===== src/rtl/mem_arbiter.sv =====
// mem_arbiter: shares one downstream memory port (uart_memory) among N_CH
// requester channels. Each channel latches one request at a time; a small
// IDLE/ISSUE/WAIT FSM forwards one pending request downstream, waits for its
// completion (or an optional timeout) and reports back on the owning channel.
//
// Handshake: a channel request is a one-cycle ch_start pulse, accepted only
// while that channel's ch_busy is low. ch_busy stays high until the cycle in
// which ch_done pulses. Downstream, m_start and m_* are held stable until a
// cycle with m_busy low, after which the arbiter waits for a one-cycle m_done.
module mem_arbiter #(
  parameter int N_CH    = 2,
  parameter int AW      = 32,
  parameter int DW      = 32,
  parameter int MODE    = 0,
  parameter int TIMEOUT = 0
) (
  input  logic              clk,
  input  logic              rst,
  input  logic [N_CH-1:0]   ch_start,
  input  logic [N_CH*AW-1:0] ch_adr,
  input  logic [N_CH-1:0]   ch_load,
  input  logic [N_CH*DW-1:0] ch_in,
  input  logic [N_CH*3-1:0] ch_siz,
  output logic [N_CH-1:0]   ch_busy,
  output logic [N_CH-1:0]   ch_done,
  output logic [DW-1:0]     ch_out,
  output logic              ch_err,
  output logic              m_start,
  output logic [AW-1:0]     m_adr,
  output logic              m_load,
  output logic [DW-1:0]     m_in,
  output logic [2:0]        m_siz,
  input  logic              m_busy,
  input  logic              m_done,
  input  logic [DW-1:0]     m_out,
  output logic [1:0]        dbg_state
);

  localparam int GW = (N_CH > 1) ? $clog2(N_CH) : 1;
  localparam logic [31:0] TO_LAST = (TIMEOUT > 0) ? 32'(TIMEOUT - 1) : 32'd0;
  localparam logic [N_CH-1:0] ONE_HOT0 = N_CH'(1);

  typedef enum logic [1:0] {
    S_IDLE  = 2'd0,
    S_ISSUE = 2'd1,
    S_WAIT  = 2'd2
  } state_t;

  state_t          r_state;
  logic [N_CH-1:0] r_pend;
  logic [AW-1:0]   r_adr [N_CH];
  logic [N_CH-1:0] r_load;
  logic [DW-1:0]   r_in  [N_CH];
  logic [2:0]      r_siz [N_CH];
  logic [GW-1:0]   r_gnt;
  logic [GW-1:0]   r_rr;
  logic [31:0]     r_cnt;
  logic [N_CH-1:0] r_ch_done;
  logic [DW-1:0]   r_ch_out;
  logic            r_ch_err;
  logic            r_m_start;
  logic [AW-1:0]   r_m_adr;
  logic            r_m_load;
  logic [DW-1:0]   r_m_in;
  logic [2:0]      r_m_siz;

  logic [GW-1:0]   w_gnt;
  logic [GW-1:0]   w_idx;
  logic            w_any;
  logic            w_timeout;
  logic            w_finish;

  // Grant selection from the current pending set (fixed priority or round-robin).
  always_comb begin
    w_gnt = '0;
    w_idx = '0;
    w_any = |r_pend;
    if (MODE == 0) begin
      for (int i = N_CH - 1; i >= 0; i--) begin
        w_idx = GW'(i);
        if (r_pend[w_idx]) w_gnt = w_idx;
      end
    end else begin
      // Walk from farthest to nearest so the first index after r_rr wins.
      for (int k = N_CH; k >= 1; k--) begin
        w_idx = GW'((int'(r_rr) + k) % N_CH);
        if (r_pend[w_idx]) w_gnt = w_idx;
      end
    end
  end

  assign w_timeout = (TIMEOUT > 0) && (r_state == S_WAIT) && !m_done && (r_cnt == TO_LAST);
  assign w_finish  = (r_state == S_WAIT) && (m_done || w_timeout);

  // Per-channel request capture; the granted entry is released when it finishes.
  always_ff @(posedge clk or negedge rst) begin
    if (!rst) begin
      r_pend <= '0;
      r_load <= '0;
      for (int i = 0; i < N_CH; i++) begin
        r_adr[i] <= '0;
        r_in[i]  <= '0;
        r_siz[i] <= '0;
      end
    end else begin
      for (int i = 0; i < N_CH; i++) begin
        if (ch_start[i] && !r_pend[i]) begin
          r_pend[i] <= 1'b1;
          r_adr[i]  <= ch_adr[i*AW +: AW];
          r_load[i] <= ch_load[i];
          r_in[i]   <= ch_in[i*DW +: DW];
          r_siz[i]  <= ch_siz[i*3 +: 3];
        end else if (w_finish && (r_gnt == GW'(i))) begin
          r_pend[i] <= 1'b0;
        end
      end
    end
  end

  // Arbitration FSM with registered downstream and completion outputs.
  always_ff @(posedge clk or negedge rst) begin
    if (!rst) begin
      r_state   <= S_IDLE;
      r_gnt     <= '0;
      r_rr      <= GW'(N_CH - 1);
      r_cnt     <= '0;
      r_ch_done <= '0;
      r_ch_out  <= '0;
      r_ch_err  <= 1'b0;
      r_m_start <= 1'b0;
      r_m_adr   <= '0;
      r_m_load  <= 1'b0;
      r_m_in    <= '0;
      r_m_siz   <= '0;
    end else begin
      r_ch_done <= '0;
      case (r_state)
        S_IDLE: begin
          if (w_any) begin
            r_gnt     <= w_gnt;
            r_m_start <= 1'b1;
            r_m_adr   <= r_adr[w_gnt];
            r_m_load  <= r_load[w_gnt];
            r_m_in    <= r_in[w_gnt];
            r_m_siz   <= r_siz[w_gnt];
            r_state   <= S_ISSUE;
          end
        end
        S_ISSUE: begin
          if (!m_busy) begin
            r_m_start <= 1'b0;
            r_cnt     <= '0;
            r_state   <= S_WAIT;
          end
        end
        S_WAIT: begin
          if (m_done) begin
            r_ch_done <= ONE_HOT0 << r_gnt;
            r_ch_out  <= m_out;
            r_ch_err  <= 1'b0;
            r_rr      <= r_gnt;
            r_cnt     <= '0;
            r_state   <= S_IDLE;
          end else if (w_timeout) begin
            r_ch_done <= ONE_HOT0 << r_gnt;
            r_ch_out  <= '0;
            r_ch_err  <= 1'b1;
            r_rr      <= r_gnt;
            r_cnt     <= '0;
            r_state   <= S_IDLE;
          end else if (TIMEOUT > 0) begin
            r_cnt <= r_cnt + 32'd1;
          end
        end
        default: r_state <= S_IDLE;
      endcase
    end
  end

  assign ch_busy   = r_pend;
  assign ch_done   = r_ch_done;
  assign ch_out    = r_ch_out;
  assign ch_err    = r_ch_err;
  assign m_start   = r_m_start;
  assign m_adr     = r_m_adr;
  assign m_load    = r_m_load;
  assign m_in      = r_m_in;
  assign m_siz     = r_m_siz;
  assign dbg_state = r_state;

endmodule


===== config.mk =====
export PLATFORM = sky130hd
export DESIGN_NAME = mem_arbiter
export DESIGN_NICKNAME = d
export VERILOG_FILES = /design/src/rtl/mem_arbiter.sv
export SDC_FILE = /design/constraint.sdc
export NUM_CORES = 1
export LEC_CHECK = 0
export BUFFER_PORTS_ARGS = -buffer_cell sky130_fd_sc_hd__buf_4
export CORE_ASPECT_RATIO = 0.7
export CORE_MARGIN = 1.5
export CORE_UTILIZATION = 50
export DETAILED_ROUTE_END_ITERATION = 7
export PLACE_DENSITY_LB_ADDON = 0.25
export SKIP_CTS_REPAIR_TIMING = 1
export SYNTH_ARGS = -nofsm -noshare
export SYNTH_HDL_FRONTEND = slang
export SYNTH_SLANG_ARGS = --single-unit

===== constraint.sdc =====
create_clock -name clk -period 1.9 [get_ports clk]
set_input_delay 0.285 -clock clk [delete_from_list [all_inputs] [get_ports clk]]
set_output_delay 0.285 -clock clk [all_outputs]
set_load 0.005 [all_outputs]

Word level (Yosys, flattened, before mapping) --
Index checks and enable logic that the tools add are counted. Widths: inputs -> output; s select.
Operators by class: add/subtract/negate cells 0, multiply operators 0, div/mod/pow operators 0, order comparisons 2, equality and inequality tests 5, shift-type cells 1, muxes and demuxes 26, bitwise gates (word level) 2, reductions and logical operators 16
Operator list (number):
- $mux 32 | 6
- $mux 1 | 10
- $mux 2 | 5
- $mux 3 | 3
- $ne 2x2->1 const B | 3
- $pmux 2 s3 | 1
- $reduce_and 3->1 | 2
- $reduce_bool 2->1 | 3
- $logic_and 1x1->1 | 5
- $reduce_and 2->1 | 2
- $eq 2x1->1 const B | 1
- $eq 2x2->1 const B | 1
- $ge 2x2->1 const B | 1
- $logic_not 1->1 | 2
- $logic_not 2->1 | 1
- $lt 1x2->1 const B | 1
- $not 1->2 | 1
- $pmux 1 s2 | 1
- $reduce_or 2->1 | 1
- $shl 1x1->2 const A | 1
- $not 1->1 | 1
Word-level totals: flip-flop bits (word level) 244, latch bits 0, bits in writable memories 0, bits in read-only memories 0, output and inout port bits 108, word-level logic and storage cells 71, memories 0

Depth between registers and ports, before layout --
depth after elaboration 6, mapped depth 6, gate-level depth less buffers 3

Least setup slack after synthesis --
Ideal clock, no wire load.
kind reg2reg, start point reg r_pend[1], in the netlist ch_busy[1], end point reg r_m_adr[22], in the netlist m_adr[22], library setup time 125 ps, arrival time 1505 ps, required time 1775 ps, slack 270 ps, stages on the path, launching flop included 7, clock period less this slack 1630 ps, cells stage by stage dfrtp_1 > nor2b_1 > buf_6 > buf_6 > buf_8 > mux2_4 > mux2_4
Between the ends: word-level cells in the longest chain between the ends 6, elaborated cells on any way between the ends 8, classes of those cells 5 x mux; 1 x bitwise; 2 x reduce/logical
RTL lines:
- from (decl) | RTL line 50 | logic [N_CH-1:0] r_pend;
- from (signal assigned) | RTL line 98 | r_pend <= '0;
- from (signal, indexed assignment) | RTL line 108 | r_pend[i] <= 1'b1;
- from (signal, indexed assignment) | RTL line 114 | r_pend[i] <= 1'b0;
- $mux 1 (2 in series) | RTL line 81 | if (r_pend[w_idx]) w_gnt = w_idx;
- $not 1->2 (implied by the code) | RTL line 142 | r_m_adr <= r_adr[w_gnt];
- $mux 32 (implied by the code) (3 in series) | RTL line 142
- to (signal assigned) | RTL line 142
- to (decl) | RTL line 62 | logic [AW-1:0] r_m_adr;
Parallel ways exist; a longest one is shown, timed or not. The select of a mux whose other input is x is not followed. A chain may end at the register's enable or synchronous reset.

Worst setup path in the final report --
start point reg r_pend[1], in the netlist ch_busy[1], end point reg r_m_in[31], in the netlist m_in[31]
Between the ends: word-level cells in the longest chain between the ends 6, elaborated cells on any way between the ends 8, classes of those cells 5 x mux; 1 x bitwise; 2 x reduce/logical
RTL lines:
- $mux 1 (2 in series) | RTL line 81
- $not 1->2 (implied by the code) | RTL line 144 | r_m_in <= r_in[w_gnt];
- $mux 32 (implied by the code) (3 in series) | RTL line 144
- to (signal assigned) | RTL line 144
- to (decl) | RTL line 64 | logic [DW-1:0] r_m_in;
Parallel ways exist; a longest one is shown, timed or not. The select of a mux whose other input is x is not followed.

==> key figures <==
Floorplanning
  – Die footprint: ~21000 sq um
  – Die Height: roughly 120 um
  – IO Count: 282
  – Core Rows: 43
  – Core area: 19700 sq um
  – Chip width: 172 um
  – Initial Util: 0.509

Place
  – Final HPWL DP: 16000 um
  – Post-DP Area: 12600 sq um
  – Routability Congestion: 0.753
  – Pre-CTS setup slack: between 0.1 and 0.15 ns
  – Buffers on Ports: 280

Timing
  – Minimum clock period: 1.76 ns
  – Worst Setup Slack, final: 0.140 ns
  – Final Hold Vio Count: 0
  – Fin crit share: 0.926
  – Post-route setup TNS: 0 ns
  – Fmax achieved: 568 MHz
  – Final setup violating endpoints: 0
  – RSZ-0062 raised after global routing: false
  – Final Skew: 0.00541 ns
  – Final Max Tran Viols: 0

Final layout
  – Number of diodes: 0
  – Post-route cell area: between 10000 and 15000 sq um
  – Reg area: 6110 sq um
  – Syn-to-layout area delta: 35.4%
  – Fillers: 1330
  – Share of layout cells above drive strength 1: 0.693
  – Area of the multi-input gates: between 3000 and 4000 sq um
  – Layout Nets: 1091

Setup path
  – Crit-path max FO: 35
  – Startpoint types: register
  – Slowest-stage cell, CP: dfrtp_1
  – Critical Path End Type: register
  – FF-to-FF End: m_in[31]$_DFFE_PN0P_
  – Cell Chain, Critical Path: nor2b_4 -> buf_12 -> mux2_2 -> mux2_2
  – Worst path max stage delay: ~0.46 ns
  – Critical Path RT: approximately 2.3 ns
  – Crit Reg-Reg Startpoint: ch_busy[1]$_DFFE_PN0P_
  – Worst endpoint data arrival time: 2.15 ns
  – CP most frequent cell: mux2_2
  – Reg2Reg Depth: 4
  – Reg2reg setup slack: ~0.14 ns
  – Critical path endpoint: m_in[31]$_DFFE_PN0P_
  – Worst setup startpoint: ch_busy[1]$_DFFE_PN0P_
  – CP Class: register to register

Clock network
  – CTS root buf: clkbuf_16
  – Sink Count: 244
  – CTS Buf Count: 25
  – Clock tree buffer depth: 3
  – Clk Latency, worst-skew pair: 0.51 ns
  – CTS tree: built
  – H-tree depth: 1
  – CTS clk-pin slew, worst paths: 0.06 ns

Synthesis
  – Seq/Total Area, Yosys: 0.608
  – Synth top area share: 0.608
  – Post-synth EDFFs: 0
  – Area leader, netlist: dfrtp_1
  – #FFs+latches synth: 244
  – Synth Flop Type: dfrtp_1
  – Cell with the most instances after synthesis: mux2_2
  – Post-Syn Area: 10000 sq um
  – FFs w/ async S/R, synth: 1.00
  – YS warnings: 0
  – Synth cell count leaders: mux2_2, dfrtp_1, mux2_4
  – Count of different cell masters after synthesis: 22
  – Synth top area cells: dfrtp_1, mux2_2, mux2_4
  – Syn avg cell area: 16.5 sq um
  – Syn nets: 784
  – Cells after Synth: 610

Power and ir drop
  – Peak VDD IR: 0.000879 V
  – Tot Pwr: 24.0 mW
  – Leakage: 6.28 nW
  – PwrDens: about 1800 nW/um^2

Outcome
  – Outcome: complete, no violations

Routing
  – Vias: around 6100
  – M1 wire length: 9640 um
  – WL/cell: approximately 19 um
  – Met3 WL post-DR: 2020 um
  – Met2 Wirelength: 10900 um
  – Final ANT Viol Nets: 0
  – Vias/cell: 5.09
  – DR top layer: met4
  – Post-route DRC: 0
  – Total Wirelength: 23100 um
  – First DRT Iteration DRCs: 260
  – First-pass DRT Iterations: 4

Run
  – Max cap viols: 0

Global routing
  – Initial antenna violation count: 0
  – Gr usage total: 0.220
  – Wire length of the first global-routing pass: 35500 um
  – Largest net degree at the start of global routing: 56
  – Vias in the first global route: 6633
  – Grt total ovfl: 0

Min path
  – Hold Crit Class: input port to register
## stage by stage
step	hold WS (ns)	std cells	utilization
2_1_floorplan	-0.0106	610	-
3_3_place_gp	0.234	1142	0.637
3_5_place_dp	0.242	1142	0.637
4_1_cts	-0.298	1186	0.680
5_1_grt	0.0000650	1204	0.689
6_report	0.00803	1204	0.689
## flip-flops by register name, indices dropped and copies added, names as in the netlist
register,count
ch_busy,2
m_load,1
dbg_state,2
ch_out,32
m_adr,32
r_gnt,1
r_in,64
r_load,2
m_start,1
r_adr,64
r_siz,6
m_in,32
ch_done,2
m_siz,3
## power breakdown
group	total, mW	switching [mW]	internal [mW]
registers	9.41	1.49	7.92
clock network	5.01	1.96	3.05
logic	9.60	3.30	6.30
total	24.0	6.75	17.3
## cell type report
cell class | count | area share
Clock buffer | 35 | 0.0532
Clock inverter | 9 | 0.00947
Inverter | 2 | 0.000552
Multi-Input combinational cell | 327 | 0.274
Sequential cell | 244 | 0.449
Tap cell | 270 | 0.0248
Timing Repair Buffer | 317 | 0.189
## per-layer routing
metal,global-route usage,vias to the layer above
met5,0,-
met4,0.0614,0
met3,0.0728,37
met2,0.352,204
met1,0.288,3096
li1,-,2788
## kinds of logic after synthesis
kind of cell	after synthesis	share of synthesized area
other	1	0.000373
AOI/OAI and AO/OA	8	0.00498
and+or+nand+nor	14	0.00810
DFF	244	0.608
buffers and inverters	39	0.0229
muxes	304	0.356
## placed cells by master, fill, tap and decap left out, drive strengths merged
cell type / synthesis / final
mux2: 304 / 304
buf: 35 / 299
dfrtp: 244 / 244
clkbuf: 2 / 35
dlygate4sd3: 0 / 18
nor2: 6 / 6
clkinv: 0 / 4
nor2b: 3 / 3
o21ai: 3 / 3
bufinv: 0 / 3
inv: 2 / 2
nand2b: 2 / 2
a21oi: 2 / 2
clkinvlp: 0 / 2
nand3b: 1 / 1
nor3: 1 / 1
a31o: 1 / 1
nand2: 1 / 1
o31ai: 1 / 1
a2bb2oi: 1 / 1
conb: 1 / 1
## critical path, delay by kind of cell (launching register included)
family,cells,cell delay [ns]
buffers and inverters,1,0.28
DFF,1,0.46
muxes,2,0.63
and+or+nand+nor,1,0.25
## how the worst min path moves through the flow
stage,startpoint,to,cells past startpoint
2_1_floorplan,rst,ch_busy[0]$_DFFE_PN0P_,0
3_3_place_gp,rst,ch_out[10]$_DFFE_PN0P_,1
3_5_place_dp,rst,ch_out[4]$_DFFE_PN0P_,1
4_1_cts,rst,ch_out[4]$_DFFE_PN0P_,1
5_1_grt,ch_adr[3],r_adr[35]$_DFFE_PN0P_,2
6_report,ch_in[15],r_in[47]$_DFFE_PN0P_,2
(Power assumes the default switching activity.)
